[src/rtl/scc_pkg.sv]
// Shared encodings for the SCC decode/register-file/execute slice.
// Instruction classes, sub-op enums and field positions live here.
package scc_pkg;

    localparam int XLEN  = 32;
    localparam int NREGS = 8;
    localparam int RAW   = 3;

    localparam int CLS_HI = 31;
    localparam int CLS_LO = 29;
    localparam int SUB_HI = 28;
    localparam int SUB_LO = 25;
    localparam int IR_BIT = 30;
    localparam int RD_HI  = 24;
    localparam int RD_LO  = 22;
    localparam int RN_HI  = 21;
    localparam int RN_LO  = 19;
    localparam int RM_HI  = 18;
    localparam int RM_LO  = 16;
    localparam int IMM_HI = 15;
    localparam int IMM_LO = 0;

    typedef enum logic [2:0] {
        CLS_MOVE = 3'b000,
        CLS_ALUI = 3'b001,
        CLS_ALUR = 3'b011
    } cls_e;

    typedef enum logic [3:0] {
        MV_MOV  = 4'd0,
        MV_MOVT = 4'd1,
        MV_CLR  = 4'd2,
        MV_SET  = 4'd3
    } mv_op_e;

    typedef enum logic [2:0] {
        ALU_NOP0 = 3'd0,
        ALU_ADD  = 3'd1,
        ALU_SUB  = 3'd2,
        ALU_AND  = 3'd3,
        ALU_OR   = 3'd4,
        ALU_XOR  = 3'd5,
        ALU_NOT  = 3'd6,
        ALU_NOP7 = 3'd7
    } alu_oc_e;

    function automatic logic [XLEN-1:0] zext16(input logic [15:0] v);
        return {16'h0000, v};
    endfunction

endpackage

[src/rtl/scc_regfile.sv]
// 8x32 register file: async clear, three combinational reads, one write.
// Reads return the committed value; a write lands on the rising edge.
module scc_regfile
    import scc_pkg::*;
(
    input  logic            clk,
    input  logic            rst_n,
    input  logic            i_we,
    input  logic [RAW-1:0]  i_waddr,
    input  logic [XLEN-1:0] i_wdata,
    input  logic [RAW-1:0]  i_raddr1,
    input  logic [RAW-1:0]  i_raddr2,
    input  logic [RAW-1:0]  i_raddr3,
    output logic [XLEN-1:0] o_rdata1,
    output logic [XLEN-1:0] o_rdata2,
    output logic [XLEN-1:0] o_rdata3
);

    logic [XLEN-1:0] r_mem [NREGS];

    always_ff @(posedge clk or negedge rst_n) begin
        if (!rst_n) begin
            for (int i = 0; i < NREGS; i++) begin
                r_mem[i] <= '0;
            end
        end else if (i_we) begin
            r_mem[i_waddr] <= i_wdata;
        end
    end

    assign o_rdata1 = r_mem[i_raddr1];
    assign o_rdata2 = r_mem[i_raddr2];
    assign o_rdata3 = r_mem[i_raddr3];

endmodule

[src/rtl/scc_datapath.sv]
// Single-cycle decode, operand read, execute and write-back select.
// The result commits to the register file on the next rising edge.
module scc_datapath
    import scc_pkg::*;
(
    input  logic            clk,
    input  logic            rst_n,
    input  logic [31:0]     instruction,
    input  logic [2:0]      dbg_addr,
    output logic [31:0]     dbg_data,
    output logic            wb_en,
    output logic [2:0]      wb_addr,
    output logic [31:0]     wb_data
);

    logic [2:0]      w_class;
    logic [3:0]      w_sub_op;
    logic [2:0]      w_alu_oc;
    logic            w_ir_op;
    logic [RAW-1:0]  w_rd;
    logic [RAW-1:0]  w_rn;
    logic [RAW-1:0]  w_rm;
    logic [15:0]     w_imm16;

    logic            w_is_move;
    logic            w_is_alu;
    logic            w_is_movt;
    logic [RAW-1:0]  w_raddr1;
    logic [XLEN-1:0] w_rdata1;
    logic [XLEN-1:0] w_rdata2;
    logic [XLEN-1:0] w_operand;

    logic [XLEN-1:0] w_mov_data;
    logic            w_mov_valid;
    logic [XLEN-1:0] w_alu_res;
    logic            w_alu_valid;
    logic            w_write_data_sel;
    logic            w_wb_en;
    logic [XLEN-1:0] w_wb_data;

    assign w_class  = instruction[CLS_HI:CLS_LO];
    assign w_sub_op = instruction[SUB_HI:SUB_LO];
    assign w_alu_oc = instruction[SUB_LO+2:SUB_LO];
    assign w_ir_op  = instruction[IR_BIT];
    assign w_rd     = instruction[RD_HI:RD_LO];
    assign w_rn     = instruction[RN_HI:RN_LO];
    assign w_rm     = instruction[RM_HI:RM_LO];
    assign w_imm16  = instruction[IMM_HI:IMM_LO];

    assign w_is_move = (w_class == CLS_MOVE);
    assign w_is_alu  = (w_class == CLS_ALUI) ||
                       (w_class == CLS_ALUR);
    assign w_is_movt = w_is_move && (w_sub_op == MV_MOVT);

    // MOVT keeps the low half of Rd, so port 1 reads Rd instead of Rn.
    assign w_raddr1 = w_is_movt ? w_rd : w_rn;

    scc_regfile u_regfile (
        .clk      (clk),
        .rst_n    (rst_n),
        .i_we     (w_wb_en),
        .i_waddr  (w_rd),
        .i_wdata  (w_wb_data),
        .i_raddr1 (w_raddr1),
        .i_raddr2 (w_rm),
        .i_raddr3 (dbg_addr),
        .o_rdata1 (w_rdata1),
        .o_rdata2 (w_rdata2),
        .o_rdata3 (dbg_data)
    );

    assign w_operand = w_ir_op ? w_rdata2 : zext16(w_imm16);

    always_comb begin
        w_mov_data  = '0;
        w_mov_valid = 1'b0;
        case (w_sub_op)
            MV_MOV: begin
                w_mov_data  = zext16(w_imm16);
                w_mov_valid = 1'b1;
            end
            MV_MOVT: begin
                w_mov_data  = {w_imm16, w_rdata1[15:0]};
                w_mov_valid = 1'b1;
            end
            MV_CLR: begin
                w_mov_data  = '0;
                w_mov_valid = 1'b1;
            end
            MV_SET: begin
                w_mov_data  = '1;
                w_mov_valid = 1'b1;
            end
            default: begin
                w_mov_data  = '0;
                w_mov_valid = 1'b0;
            end
        endcase
    end

    always_comb begin
        w_alu_res   = '0;
        w_alu_valid = 1'b1;
        case (w_alu_oc)
            ALU_ADD: w_alu_res = w_rdata1 + w_operand;
            ALU_SUB: w_alu_res = w_rdata1 - w_operand;
            ALU_AND: w_alu_res = w_rdata1 & w_operand;
            ALU_OR:  w_alu_res = w_rdata1 | w_operand;
            ALU_XOR: w_alu_res = w_rdata1 ^ w_operand;
            ALU_NOT: w_alu_res = ~w_rdata1;
            default: begin
                w_alu_res   = '0;
                w_alu_valid = 1'b0;
            end
        endcase
    end

    always_comb begin
        w_wb_en          = 1'b0;
        w_write_data_sel = 1'b0;
        unique case (1'b1)
            w_is_move: begin
                w_wb_en          = w_mov_valid;
                w_write_data_sel = 1'b0;
            end
            w_is_alu: begin
                w_wb_en          = w_alu_valid;
                w_write_data_sel = 1'b1;
            end
            default: begin
                w_wb_en          = 1'b0;
                w_write_data_sel = 1'b0;
            end
        endcase
    end

    assign w_wb_data = w_write_data_sel ? w_alu_res : w_mov_data;

    assign wb_en   = w_wb_en;
    assign wb_addr = w_rd;
    assign wb_data = w_wb_data;

endmodule

[config.mk]
export PLATFORM = sky130hd
export DESIGN_NAME = scc_datapath
export DESIGN_NICKNAME = d
export VERILOG_FILES = /design/src/rtl/scc_pkg.sv /design/src/rtl/scc_regfile.sv /design/src/rtl/scc_datapath.sv
export SDC_FILE = /design/constraint.sdc
export NUM_CORES = 1
export LEC_CHECK = 0
export CAP_MARGIN = 20
export CORE_MARGIN = 5
export CORE_UTILIZATION = 55
export CTS_CLUSTER_SIZE = 12
export DETAILED_ROUTE_END_ITERATION = 12
export GPL_TIMING_DRIVEN = 0
export PLACE_DENSITY = 0.79
export SYNTH_ARGS = -nofsm -noshare
export SYNTH_HDL_FRONTEND = slang
export SYNTH_HIERARCHICAL = 1
export SYNTH_SLANG_ARGS = --single-unit
[constraint.sdc]
create_clock -name clk -period 10.4 [get_ports clk]
set_clock_uncertainty 0.2 [all_clocks]
set_input_delay 2.08 -clock clk [delete_from_list [all_inputs] [get_ports clk]]
set_output_delay 2.08 -clock clk [all_outputs]
set_load 0.005 [all_outputs]
# --- Word level (Yosys, flattened, before mapping) ---
# Index checks and enable logic that the tools add are counted.
# W data, S select, Z words.
word_totals:
  register_bits: 256
  elab_cells: 62
  out_inout_bits: 68
classes:
  muxes: 21
  addsub: 2
  reduce_logical: 7
  eq_ne: 11
  n_lt_le_gt_ge: 5
  bitwise_logic: 8
op_table:
  columns: ["op", "count"]
  rows:
  - ["$bmux W32 S3", 3]
  - ["$mux W32", 9]
  - ["$bwmux W256", 1]
  - ["$pmux W32 S6", 1]
  - ["$demux W32 S3", 1]
  - ["$pmux W32 S3", 1]
  - ["$add A32 B32 Y32", 1]
  - ["$and A32 B32 Y32", 1]
  - ["$not A32 Y32", 1]
  - ["$or A32 B32 Y32", 1]
  - ["$sub A32 B32 Y32", 1]
  - ["$xor A32 B32 Y32", 1]
  - ["$ge A4 B4 Y1 const B", 4]
  - ["$not A3 Y4", 4]
  - ["$eq A3 B2 Y1 const B", 3]
  - ["$eq A3 B3 Y1 const B", 3]
  - ["$eq A4 B2 Y1 const B", 2]
  - ["$eq A3 B1 Y1 const B", 2]
  - ["$reduce_or A6 Y1", 1]
  - ["$eq A4 B1 Y1 const B", 1]
  - ["$logic_not A4 Y1", 1]
  - ["$lt A4 B1 Y1 const B", 1]
  - ["$reduce_or A4 Y1", 1]
  - ["$logic_not A3 Y1", 1]
  - ["5 further kinds", 8]

# --- Depth between registers and ports, before layout ---
logic_depth:
  depth_word: 11
  ltp_mapped: 24

# --- Cells and area by module ---
# Netlist, hierarchy kept.
modules_own_cells:
  columns: ["mod", "seq_area_each_um2", "area_each_um2", "cells_each", "n_inst"]
  rows:
  - ["scc_regfile", 6406.1, 15793.9, 893, 1]
  - ["scc_datapath", 0.0, 5267.6, 806, 1]

# --- Worst setup path after synthesis ---
# OpenSTA, ideal clock, no wires.
synth_timing:
  path_kind: "input-to-output"
  start: "input instruction[16]"
  end: "output wb_data[29]"
  slack_ns: 1.189
  arrival_time_ns: 6.931
  cell_stages: 21
  cell_sequence: "buf_6 -> buf_6 -> mux4_1 -> mux2_2 -> nor3b_1 -> o2111ai_2 -> or4_4 -> nor2_1 -> a31oi_1 -> or2_1 -> buf_2 -> xnor2_1 -> ha_1 -> a21o_1 -> a21o_1 -> a21o_1 -> a21o_1 -> a21oi_1 -> a21oi_1 -> o21a_1 -> o31ai_1"
synth_between:
  elab_chain_len: 8
  word_cells_on_any_way: 12
  classes_between: "2 x add/sub; 6 x mux; 4 x bitwise"
synth_rtl:
  columns: ["item", "line", "text"]
  rows:
  - ["start: declaration", "scc_datapath.sv:8", "input logic [31:0] instruction,"]
  - ["$not A3 Y4 (not written as such) (*)", "scc_regfile.sv:32", "assign o_rdata2 = r_mem[i_raddr2];"]
  - ["$bmux W32 S3 (*)", "scc_regfile.sv:32", null]
  - ["$mux W32 (not written as such) (*) (2 in a row)", "scc_regfile.sv:32", null]
  - ["named net w_rdata2[9]", "scc_datapath.sv:30", "logic [XLEN-1:0] w_rdata2;"]
  - ["$mux W32 (*)", "scc_datapath.sv:72", "assign w_operand = w_ir_op ? w_rdata2 : zext16(w_imm16);"]
  - ["$sub A32 B32 Y32 or $add A32 B32 Y32 (tied branches)", "scc_datapath.sv:106, scc_datapath.sv:105", null]
  - ["$pmux W32 S6 (*)", "scc_datapath.sv:104", "case (w_alu_oc)"]
  - ["$mux W32 (*)", "scc_datapath.sv:137", "assign w_wb_data = w_write_data_sel ? w_alu_res : w_mov_data;"]
  - ["end: declaration", "scc_datapath.sv:13", "output logic [31:0] wb_data"]
# The timed path passes the listed nets; every way through them passes the cells marked *. The select of a mux whose other input is x is not followed.

# --- Worst setup path after layout ---
layout_timing:
  start: "input instruction[27]"
  end: "output wb_data[30]"
layout_between:
  elab_chain_len: 10
  word_cells_on_any_way: 24
  classes_between: "2 x add/sub; 8 x eq/ne; 7 x mux; 5 x bitwise; 2 x reduce/logical"
layout_rtl:
  columns: ["item", "line", "text"]
  rows:
  - ["$eq A4 B1 Y1 (*)", "scc_datapath.sv:53", "assign w_is_movt = w_is_move && (w_sub_op == MV_MOVT);"]
  - ["$logic_and A1 B1 Y1 (*)", "scc_datapath.sv:53", null]
  - ["$mux W3 (*)", "scc_datapath.sv:56", "assign w_raddr1 = w_is_movt ? w_rd : w_rn;"]
  - ["named net w_raddr1[0]", "scc_datapath.sv:28", "logic [RAW-1:0] w_raddr1;"]
  - ["$not A3 Y4 (not written as such) (*)", "scc_regfile.sv:31", "assign o_rdata1 = r_mem[i_raddr1];"]
  - ["$bmux W32 S3 (*)", "scc_regfile.sv:31", null]
  - ["$mux W32 (not written as such) (*) (2 in a row)", "scc_regfile.sv:31", null]
  - ["named net w_rdata1[9]", "scc_datapath.sv:29", "logic [XLEN-1:0] w_rdata1;"]
  - ["$sub A32 B32 Y32 or $add A32 B32 Y32 (tied branches)", "scc_datapath.sv:106, scc_datapath.sv:105", null]
  - ["$pmux W32 S6 (*)", "scc_datapath.sv:104", null]
  - ["$mux W32 (*)", "scc_datapath.sv:137", null]
# Marked as above.

==> results.toml <==
[outcome]
outcome = "completed"

[layout]
antennaDiodeCount = 0
final_util = 0.6435
layout-drive-gt1-share = 0.3362
final_cell_mix = "345 x mux2_2, 256 x dfrtp_1, 120 x mux4_1"
largest_register_ffs = 256
fill_cells = 2780
fin_area_mm2 = 0.02430
fin_nets = 1979
largest_register = "u_regfile/r_mem"
area_delta_synth_final_pct = 15.36
layout_commonest_cell = "mux2_2"
reg.largest.list = "u_regfile/r_mem: 256 flops"

[setup_path]
path_max_fanout = 10
required_ps = 8120
endpoint_kind = "output pin"
crit_type = "input pin to output pin"
startpoint_type = "input pin"
critPathArrivalTime_ps = 7990

[global_routing]
antenna_found_initial = 0
grt_overflow = 0
grt_pass1_vias = 16930
grt_pass1_wl_um = 105300
grt_util_all_layers = 0.3288
grt_max_degree = 105

[die]
die_area_mm2 = 0.04231
ioPinCount = 105
core_mm2 = 0.03776
num_rows = 71
fp.dieW_um = 205.7
die_h_um = 205.7
start_util = 0.5578

[sta]
rsz0062_at_grt = "yes"
setup_viol = 0
fin_crit_ps = 10270
hold_viol = 0
tightest_slew_ps = 1208
finalCritPeriodShare = 0.9879
max_slew_margin = 0.1945
drv_slew = 0
max_freq_mhz = 97.33

[worst_hold_path]
hp-class = "register to register"

[drt]
dr_total_vias = 16810
drtPass1Iterations = 6
drc = 0
ant_nets = 0
wl_per_cell_um = 29.46
routed_wl_um = 70010
vias_per_cell = 7.073
first_iter_violations = 2034

[pwr]
power_mw = 2.902
power_density_mw_per_mm2 = 119.4
peakVddDrop_v = 0.0001333
p_leak_nw = 11.50

[yosys]
synth_ff_type = "dfrtp_1"
synth_enable_flop_cells = 0
netlist_area_mm2 = 0.02106
synth.distinct_cells = 70
yosysSeqAreaShare = 0.3042
synth_nets = 1834
synthArstFlopShare = 1.000
syn_area_per_cell_um2 = 12.40
ys_ff_latch = 256
syn_inst = 1699
ys_warn_count = 6

[clock_tree]
clock-sinks = 256
clock_path_buffers = 3
clock-root-buffer = "clkbuf_16"
cts_htree_levels = 1
clkTransAtPathRegs_ps = 60
numCtsBuffers = 29
cts_hold_buf = 0
worstSkewPairLatency_ps = 590
cts_tree = "built"

[placement]
dp_hpwl_um = 49860
gp_congestion = 1.031
io_buffers = 98
place_area_mm2 = 0.02278

[run]
maxCapViolations = 0
-- path summary, 6_finish.rpt --
check / start / endpoint / slack (ps) / cells after the start
max: instruction[27] / wb_data[30] / 130 / 19
min: u_regfile/r_mem[111] / u_regfile/r_mem[111] / 340 / 1
max reg2reg: u_regfile/r_mem[201] / u_regfile/r_mem[126] / 4370 / 22
min reg2reg: u_regfile/r_mem[111] / u_regfile/r_mem[111] / 340 / 1
max in group asynchronous: rst_n / u_regfile/r_mem[60] / 7400 / 3
min in group asynchronous: rst_n / u_regfile/r_mem[133] / 1220 / 1
-- metal layers --
metal,track usage,wire length [µm],up-vias,part of all wire
met3,0.06478,7070,207,0.10
met1,0.4498,27240,8523,0.39
met5,0,0,-,0
li1,-,-,6985,-
met4,0.1179,2956,0,0.042
met2,0.5271,32730,1090,0.47
-- cell families after synthesis --
kind of cell               count (synthesis)  share of synthesized area
and+or+nand+nor                          237                    0.05382
xor gates and xnor gates                  47                    0.01990
AOI/OAI and AO/OA                        289                    0.08846
adders and majority gates                 98                    0.05858
muxes                                    565                     0.4259
buffers and inverters                    207                    0.04919
DFF                                      256                     0.3042
-- where the power goes --
group / total [mW] / internal [mW] / switching (mW)
clock network: 1.08 / 0.646 / 0.435
registers: 1.12 / 1.06 / 0.0614
logic: 0.700 / 0.325 / 0.375
total: 2.90 / 2.03 / 0.872
-- timing repair --
action | CTS | global route
gates resized for setup | 69 | 34
setup buffers | 8 | 7
endpoints found under the setup margin | 32 | 27
pin swaps | 6 | 10
-- critical path, stage by stage --
cell and delay, ps:
clkdlybuf4s50_1 570, buf_1 320, nor3_4 340, nand2b_2 170, mux2_2 270, buf_6 190
buf_6 220, mux4_1 590, mux2_2 370, ha_2 370, a2111oi_1 430, o21ai_0 180
o211ai_1 210, o2111ai_2 200, nand2_1 180, o41ai_4 110, o22a_1 180, o211ai_1 410
clkdlybuf4s50_1 590
-- synth_stat cells, drive strengths merged (3+ instances only) --
cell     number  area [µm²]
or2           4       25.02
o2111ai       3       32.53
nor4bb        3       30.03
a21oi        80       400.4
a31oi        12       75.07
nand3b        3       22.52
a221oi       19       166.4
a211oi        6       45.04
o22ai        22       137.6
inv          72       270.3
nor3         12       60.06
o221ai       11       96.34
o211ai       22       165.2
nand2        88       330.3
nand4b        3       26.28
o21bai        6       45.04
nand4         9       56.30
mux4        192        4775
nand2b       11       68.82
a21o         15       112.6
buf          86       578.1
ha           97        1214
a2111oi       3       27.53
nor2b         8       50.05
o21a          6       45.04
dfrtp       256        6406
clkbuf       49       187.7
o31ai         4       30.03
mux2        357        4028
xor2         12       105.1
or3           6       37.54
and2          3       18.77
o41ai         3       26.28
o21ai        59       295.3
a22oi         3       22.52
nor2         62       232.7
a211o         4       35.03
nand3        13       65.06
nor3b         3       22.52
mux2i        16       167.7
xnor2        35       314.1
-- metrics by stage --
stage | setup TNS [ps] | setup WS (ps) | std cells | hold WS, ps
after floorplan | 0 | 1189 | 1699 | 278.4
after global placement | -966440 | -3687 | 2308 | 298.7
after detailed placement | -33990 | -1637 | 2313 | 310.9
after CTS | 0 | 0.5906 | 2372 | 324.3
after global routing | -64.39 | -25.54 | 2376 | 360.3
final | 0 | 125.7 | 2376 | 335.3
-- layout make-up --
cell class / instances / area [µm²] / share of cell area
clock buffers: 44 / 862.1 / 0.03548
plain buffers: 131 / 802.0 / 0.03301
repair buffers: 118 / 1176 / 0.04841
multi-input cells: 1236 / 14000 / 0.5763
clock inverters: 8 / 138.9 / 0.005716
well taps: 511 / 639.4 / 0.02631
inverters: 72 / 270.3 / 0.01112
flip-flops and latches: 256 / 6406 / 0.2637
No activity file was read; power rests on OpenSTA's default activity.
